### src/rtl/ram_fifo_ctrl.sv
// Purpose: FIFO controller driving both ports of a dual-port RAM (A = write, B = read).
// Latency: push readable WRITE_LANTENCY edges after accept; pop data valid READ_LANTENCY edges after accept.
// Backpressure: o_full refuses pushes, o_empty refuses pops (o_wr_err / o_rd_err pulse); no output backpressure.
module ram_fifo_ctrl #(
    parameter int ADDR_WIDTH     = 5,
    parameter int DATA_WIDTH     = 32,
    parameter int READ_LANTENCY  = 3,
    parameter int WRITE_LANTENCY = 3
) (
    input  logic                  i_clk,
    input  logic                  i_rst,
    input  logic                  i_wr_en,
    input  logic [DATA_WIDTH-1:0] i_wr_data,
    output logic                  o_full,
    input  logic                  i_rd_en,
    output logic                  o_empty,
    output logic [DATA_WIDTH-1:0] o_rd_data,
    output logic                  o_rd_valid,
    output logic [ADDR_WIDTH:0]   o_count,
    output logic                  o_wr_err,
    output logic                  o_rd_err,
    output logic [ADDR_WIDTH-1:0] o_ram_addra,
    output logic [DATA_WIDTH-1:0] o_ram_dina,
    output logic                  o_ram_ena,
    output logic                  o_ram_wea,
    output logic [ADDR_WIDTH-1:0] o_ram_addrb,
    output logic [DATA_WIDTH-1:0] o_ram_dinb,
    output logic                  o_ram_enb,
    output logic                  o_ram_web,
    input  logic [DATA_WIDTH-1:0] i_ram_doutb
);

    localparam int CNT_W = ADDR_WIDTH + 1;
    localparam logic [CNT_W-1:0] DEPTH = {1'b1, {ADDR_WIDTH{1'b0}}};

    logic [ADDR_WIDTH-1:0] wr_ptr_q, wr_ptr_d;
    logic [ADDR_WIDTH-1:0] rd_ptr_q, rd_ptr_d;
    // occupancy counts every slot not yet released; committed counts entries safe to pop
    logic [CNT_W-1:0]      occ_q, occ_d;
    logic [CNT_W-1:0]      com_q, com_d;
    logic                  full_q, empty_q;
    logic                  wr_err_q, rd_err_q;
    logic [WRITE_LANTENCY-1:0] commit_sr_q;
    // one stage more than READ_LANTENCY: the last stage is the registered o_rd_valid itself,
    // so valid lands READ_LANTENCY edges after the accepting edge
    logic [READ_LANTENCY:0]    rvld_sr_q;

    logic wr_acc, rd_acc, commit_out, release_slot;

    // accept decisions and next-state arithmetic for pointers and counters
    always_comb begin
        wr_acc       = i_wr_en & ~full_q & ~i_rst;
        rd_acc       = i_rd_en & ~empty_q & ~i_rst;
        commit_out   = commit_sr_q[WRITE_LANTENCY-1];
        release_slot = rvld_sr_q[READ_LANTENCY];
        wr_ptr_d     = wr_acc ? wr_ptr_q + ADDR_WIDTH'(1) : wr_ptr_q;
        rd_ptr_d     = rd_acc ? rd_ptr_q + ADDR_WIDTH'(1) : rd_ptr_q;
        // a slot is freed only when its read data returns, so an in-flight read is never overwritten
        occ_d        = occ_q + CNT_W'(wr_acc) - CNT_W'(release_slot);
        com_d        = com_q + CNT_W'(commit_out) - CNT_W'(rd_acc);
    end

    // pointers, counters and registered flags
    always_ff @(posedge i_clk) begin
        if (i_rst) begin
            wr_ptr_q <= '0;
            rd_ptr_q <= '0;
            occ_q    <= '0;
            com_q    <= '0;
            full_q   <= 1'b0;
            empty_q  <= 1'b1;
            wr_err_q <= 1'b0;
            rd_err_q <= 1'b0;
        end else begin
            wr_ptr_q <= wr_ptr_d;
            rd_ptr_q <= rd_ptr_d;
            occ_q    <= occ_d;
            com_q    <= com_d;
            full_q   <= (occ_d == DEPTH);
            empty_q  <= (com_d == '0);
            wr_err_q <= i_wr_en & full_q;
            rd_err_q <= i_rd_en & empty_q;
        end
    end

    // write-commit and read-valid delay lines; reset drops everything in flight
    always_ff @(posedge i_clk) begin
        if (i_rst) begin
            commit_sr_q <= '0;
            rvld_sr_q   <= '0;
        end else begin
            commit_sr_q[0] <= wr_acc;
            for (int i = 1; i < WRITE_LANTENCY; i++) begin
                commit_sr_q[i] <= commit_sr_q[i-1];
            end
            rvld_sr_q[0] <= rd_acc;
            for (int i = 1; i <= READ_LANTENCY; i++) begin
                rvld_sr_q[i] <= rvld_sr_q[i-1];
            end
        end
    end

    // RAM port A: write-only, driven in the accept cycle
    assign o_ram_ena   = wr_acc;
    assign o_ram_wea   = wr_acc;
    assign o_ram_addra = wr_ptr_q;
    assign o_ram_dina  = wr_acc ? i_wr_data : '0;

    // RAM port B: read-only, driven in the accept cycle
    assign o_ram_enb   = rd_acc;
    assign o_ram_web   = 1'b0;
    assign o_ram_addrb = rd_ptr_q;
    assign o_ram_dinb  = '0;

    assign o_rd_valid  = rvld_sr_q[READ_LANTENCY];
    assign o_rd_data   = i_ram_doutb;
    assign o_full      = full_q;
    assign o_empty     = empty_q;
    assign o_count     = occ_q;
    assign o_wr_err    = wr_err_q;
    assign o_rd_err    = rd_err_q;

endmodule

### config.mk
export PLATFORM = sky130hd
export DESIGN_NAME = ram_fifo_ctrl
export DESIGN_NICKNAME = d
export VERILOG_FILES = /design/src/rtl/ram_fifo_ctrl.sv
export SDC_FILE = /design/constraint.sdc
export NUM_CORES = 1
export LEC_CHECK = 0
export ABC_AREA = 1
export CORE_ASPECT_RATIO = 1.5
export CORE_MARGIN = 2
export CORE_UTILIZATION = 36
export DETAILED_ROUTE_END_ITERATION = 10
export GPL_TIMING_DRIVEN = 0
export PLACE_DENSITY = 0.92
export SLEW_MARGIN = 15
export SYNTH_ARGS = -nofsm -noshare
export SYNTH_HDL_FRONTEND = slang
export SYNTH_SLANG_ARGS = --single-unit
### constraint.sdc
create_clock -name i_clk -period 5.2 [get_ports i_clk]
set_clock_uncertainty 0.2 [all_clocks]
set_input_delay 0.52 -clock i_clk [delete_from_list [all_inputs] [get_ports i_clk]]
set_output_delay 0.52 -clock i_clk [all_outputs]
set_load 0.03 [all_outputs]
==> impl_metrics.tcl, run 1 <==
set metrics [dict create \
    cts_max_level 2 \
    drc_errors 0 \
    syn_area_mm2 0.00238 \
    setup_viol 0 \
    crit_buf_inv 5 \
    totalWireLength_um 7410 \
    overflow 0 \
    cp_top_family "buffers and inverters" \
    drive_gt1_share_pct 16.4 \
    drv_cap 0 \
    final_common_cell "clkdlybuf4s50_1" \
    finalNonFillerCells 589 \
    slowest_delay_ps 470 \
    clk_pin_slew_ps 70 \
    gp_congestion 0.810 \
    initialDrtViolationCount 52 \
    fillers 535 \
    fmax_mhz 299 \
    regArea_um2 661 \
    cts_resized 0 \
    synth.distinct_cells 24 \
    rows 36 \
    swShare_pct 44.4 \
    cp-end-kind "flip-flop" \
    synth_seq_cells 33 \
    coreArea_mm2 0.00644 \
    period_share_pct 64.2 \
    final.setup.tns_ps 0 \
    yosysSeqAreaShare_pct 27.8 \
    grt_max_degree 11 \
    vdd_drop_max_mv 0.307 \
    critical_path_class "in -> reg" \
    dp.cells 581 \
    ant_nets 0 \
    num_antenna_cells 0 \
    critPathLaunch "i_wr_en" \
    die_area_mm2 0.00729 \
    dpl_worst_slack_ps 1560 \
    area_delta_synth_final_pct 64.6 \
    die_h_um 104 \
    path_max_fanout 10 \
    outcome "finished, final reports clean" \
    postCtsSetupRepairBufs 0 \
    yosys-top-cells-area "dfxtp_1, buf_4, inv_1" \
    layout_common_cells "clkdlybuf4s50_1, inv_1, buf_4" \
    vias 2470 \
    avgRoutedWirePerCell_um 12.6 \
    syn_area_per_cell_um2 6.78 \
    cp.arrival_ps 3350 \
    cts_tree "done" \
    timing.rr.start "o_full" \
    clock_sinks 33 \
    slew_viol_final 0 \
    min-delay-start "rvld_sr_q[1]" \
    path_cells "clkdlybuf4s50_1 > inv_1 > nor3_4 > inv_2 > buf_2 > ha_1 > inv_1 > ha_1 > fa_1 > xor2_1 > nor3_1 > nand3_1 > nor2_1" \
    hold-worst-slack_ps 197 \
    hold_violations 0 \
    total_power_uw 1340 \
    initial_core_util_pct 36.9 \
    grt.total_usage_pct 19.8 \
    cts_buffer_depth 2 \
    grt_pass1_wl_um 11600 \
    setup_slack_ps 1860 \
    multi_input_area_mm2 0.00103 \
    hold_class "reg -> reg" \
    cts_made_buffers 5 \
    grt_pass1_vias 2457 \
    cellInternalPower_uw 744 \
    io_buffer_count 122 \
    syn-instance-count 351 \
    die-width_um 70.4 \
    seqPwrFrac_pct 25.7 \
    power_switching_uw 595 \
    post-synth-top-area-cell "dfxtp_1" \
    critPathSlowestCell "clkdlybuf4s50_1" \
    grt_setup_unrepaired "no" \
    startpoint_type "primary input" \
    synth_top_area_share_pct 27.8 \
    fin_nets 596 \
    hpwl_um 6170 \
    via_per_inst 4.19 \
    ctsHoldBuffers 0 \
    root_buffer "clkbuf_8" \
    crit_required_ps 5210 \
    clockPowerShare_pct 15.8 \
    ios 189 \
    p_leak_uw 0.00200 \
    finalCriticalPeriod_ps 3340 \
    drtPass1Iterations 4 \
    worstSkewPairLatency_ps 290 \
    combPwrFrac_pct 58.5 \
    yosys_warnings 0 \
    grt_antenna_before_repair 0 \
    power_density_mw_per_mm2 342 \
]
cells by family after synthesis:
family	Yosys count	share of synthesized area, %
fa+ha+maj	16	9.04
flops	33	27.8
xor+xnor	3	1.10
buf+inv	147	34.1
compound gates	18	4.00
simple gates	133	23.9
other cells	1	0.158
metrics by stage:
stage,utilization (%),instance area (um2)
6_report,60.8,3920
5_1_grt,60.8,3920
4_1_cts,60.8,3920
3_5_place_dp,59.2,3820
3_3_place_gp,59.2,3820
2_1_floorplan,-,2500
worst paths after layout:
| kind | end | slack, ps | depth (start not counted) |
|---|---|---|---|
| max | o_full | 1860 | 13 |
| min | rvld_sr_q[2] | 200 | 2 |
| max reg2reg | o_full | 2210 | 11 |
| min reg2reg | rvld_sr_q[2] | 200 | 2 |
synthesized netlist by cell type:
| library cell | n |
|---|---|
| nor3_1 | 5 |
| clkbuf_1 | 2 |
| clkinv_1 | 1 |
| xnor2_1 | 2 |
| nand3_1 | 12 |
| inv_2 | 1 |
| nor3_4 | 2 |
| nor2_2 | 2 |
| dfxtp_1 | 33 |
| nor2_1 | 59 |
| inv_1 | 73 |
| ha_1 | 14 |
| buf_2 | 3 |
| nand2_1 | 48 |
| buf_4 | 66 |
| nand3b_1 | 4 |
| a21oi_1 | 12 |
| fa_1 | 2 |
| o21ai_0 | 4 |
| nand2_2 | 1 |
| buf_6 | 1 |
| conb_1 | 1 |
| o21a_1 | 2 |
| xor2_1 | 1 |
power by group through the flow:
stage / logic [uW] / clock network [uW] / registers (uW)
after floorplan: 487 / 0 / 396
after global placement: 745 / 0 / 346
after detailed placement: 771 / 0 / 348
after CTS: 779 / 216 / 344
after global routing: 867 / 223 / 350
final: 783 / 211 / 345
worst reg2reg max path, delay by kind of cell, from the launching register on:
kind | cells | cell delay, ps
fa+ha+maj | 3 | 920
flops | 1 | 360
xor+xnor | 1 | 190
buf+inv | 3 | 420
simple gates | 4 | 820
per-layer routing:
layer,share of wire (%),up-vias,wire [um],GRT usage (%)
li1,-,1258,-,-
met1,34,1081,2490,18.3
met2,54,123,3970,38.9
met3,12,8,857,7.10
met4,1.3,0,95,5.49
met5,0,-,0,0
area by class of cell:
type | count | area share (%)
repair buffers | 122 | 31.2
plain buffers | 72 | 13.5
inverters | 75 | 7.19
well taps | 76 | 2.43
flip-flops and latches | 33 | 16.9
multi-input cells | 203 | 26.3
clock buffers | 7 | 2.46
clock inverters | 1 | 0.128
flip-flops by register name, summed over array words and instances (netlist names):
signal       cells
o_wr_err         1
o_ram_addra      5
o_count          6
o_rd_err         1
rvld_sr_q        4
o_full           1
com_q            6
commit_sr_q      3
o_empty          1
o_ram_addrb      5
Power figures use the tool's default switching activity.
==> run 2, diff against run 1 <==
--- a/config.mk
+++ b/config.mk
@@ -8,10 +8,10 @@
 export ABC_AREA = 1
 export CORE_ASPECT_RATIO = 1.5
 export CORE_MARGIN = 2
-export CORE_UTILIZATION = 36
+export CORE_UTILIZATION = 30
 export DETAILED_ROUTE_END_ITERATION = 10
 export GPL_TIMING_DRIVEN = 0
-export PLACE_DENSITY = 0.92
+export PLACE_DENSITY = 0.82
 export SLEW_MARGIN = 15
 export SYNTH_ARGS = -nofsm -noshare
 export SYNTH_HDL_FRONTEND = slang
==> constraint.sdc (replaced) <==
create_clock -name i_clk -period 2.9 [get_ports i_clk]
set_clock_uncertainty 0.2 [all_clocks]
set_input_delay 0.29 -clock i_clk [delete_from_list [all_inputs] [get_ports i_clk]]
set_output_delay 0.29 -clock i_clk [all_outputs]
set_load 0.03 [all_outputs]
==> impl_metrics.tcl, run 2 (synthesized netlist as in run 1, its figures left out) <==
set metrics [dict create \
    slowest_delay_ps 710 \
    grt_setup_unrepaired "no" \
    min_to "o_wr_err" \
    hpwl_um 6480 \
    cp-end-kind "output pin" \
    final_common_cell "clkdlybuf4s50_1" \
    clock_sinks 33 \
    startpoint_type "flip-flop" \
    crit_buf_inv 4 \
    path_max_fanout 10 \
    drc_errors 0 \
    slew_viol_final 0 \
    holdPathStages 3 \
    worstSkewPairLatency_ps 270 \
    drive_gt1_share_pct 17.6 \
    fin_nets 600 \
    fmax_mhz 374 \
    p_leak_uw 0.00205 \
    cts_max_level 2 \
    dp.cells 607 \
    die_area_mm2 0.00868 \
    setup_viol 0 \
    die_h_um 113 \
    num_antenna_cells 0 \
    ios 189 \
    fillers 704 \
    ctsHoldBuffers 0 \
    cts_buffer_depth 2 \
    cp.arrival_ps 2190 \
    hold_violations 0 \
    total_power_uw 2550 \
    grt_pass1_wl_um 11800 \
    initial_core_util_pct 31.1 \
    timing.rr.start "o_full" \
    grt_pass1_vias 2383 \
    drtPass1Iterations 6 \
    via_per_inst 4.01 \
    reg2reg_slack_ps 270 \
    final_core_util_pct 52.9 \
    vias 2478 \
    cp_num_cells 6 \
    grt_antenna_before_repair 0 \
    coreArea_mm2 0.00766 \
    hold_class "in -> reg" \
    power_density_mw_per_mm2 630 \
    avgRoutedWirePerCell_um 12.6 \
    grt.total_usage_pct 17.3 \
    cp_top_family "buffers and inverters" \
    reg2reg_depth 11 \
    area_delta_synth_final_pct 70.3 \
    critical_path_class "reg -> out" \
    cts_made_buffers 5 \
    period_share_pct 92.3 \
    drv_cap 0 \
    layout_common_cells "clkdlybuf4s50_1, inv_1, buf_4" \
    finalNonFillerCells 618 \
    rows 39 \
    gp_congestion 0.874 \
    grt_max_degree 11 \
    cts_tree "done" \
    overflow 0 \
    final.setup.tns_ps 0 \
    ant_nets 0 \
    critPathSlowestCell "clkdlybuf4s50_1" \
    root_buffer "clkbuf_16" \
    min-delay-start "i_wr_en" \
    io_buffer_count 122 \
    outcome "finished, final reports clean" \
    vdd_drop_max_mv 0.442 \
    crit_required_ps 2410 \
    timing.rr.end "o_full" \
    totalWireLength_um 7790 \
    die-width_um 76.7 \
    path_cells "nor3_4 > inv_2 > buf_12 > buf_2 > nor2_1 > clkdlybuf4s50_1" \
    hold-worst-slack_ps 102 \
    initialDrtViolationCount 83 \
    finalCriticalPeriod_ps 2680 \
    clk_pin_slew_ps 50 \
]
## run 2: worst min-delay path: stages
cell and delay (ps):
dlymetal6s2s_1 140, nand2_1 70, nor2_1 40
## run 2: layer usage
metal  global-route usage (%)  wire [um]
met5                        0          0
met4                     3.03         97
met2                     34.1       4230
met3                     7.10        752
met1                     16.6       2710
## run 2: through the flow
stage                     worst slack, ps  cell area (um2)
after floorplan                      32.9             2500
after global placement               -493             3850
after detailed placement             -518             3850
after CTS                            4.74             4010
after global routing                 62.6             4050
final                                 225             4050
## run 2: cell type report
cell class,count,area (um2),area share (%)
multi-input combinational,203,1040,25.6
buffer,72,536,13.2
tap,102,128,3.15
timing repair buffer,126,1270,31.2
inverter,75,282,6.94
clock buffer,7,143,3.52
sequential,33,662,16.3
## run 2: repair_timing
| item | 4_1_cts | 5_1_grt |
|---|---|---|
| buffers inserted | 1 | 3 |
| setup endpoints to repair | 19 | 4 |
| resized for setup | 2 | 5 |
| pin swaps | 1 | 4 |
## run 2: power by group
| group | total [uW] | internal (uW) | switching, uW |
|---|---|---|---|
| Combinational | 1420 | 596 | 828 |
| Sequential | 621 | 547 | 73.7 |
| Clock | 509 | 336 | 173 |
| Total | 2550 | 1480 | 1070 |
## run 2: how the worst max path moves through the flow
stage | startpoint | to | slack [ps]
2_1_floorplan | i_rst | o_full | 30
6_report | o_full | o_ram_dina[4] | 220
3_5_place_dp | i_wr_en | o_full | -520
4_1_cts | i_wr_en | o_full | 5
3_3_place_gp | i_wr_en | o_full | -490
5_1_grt | o_full | o_full | 60
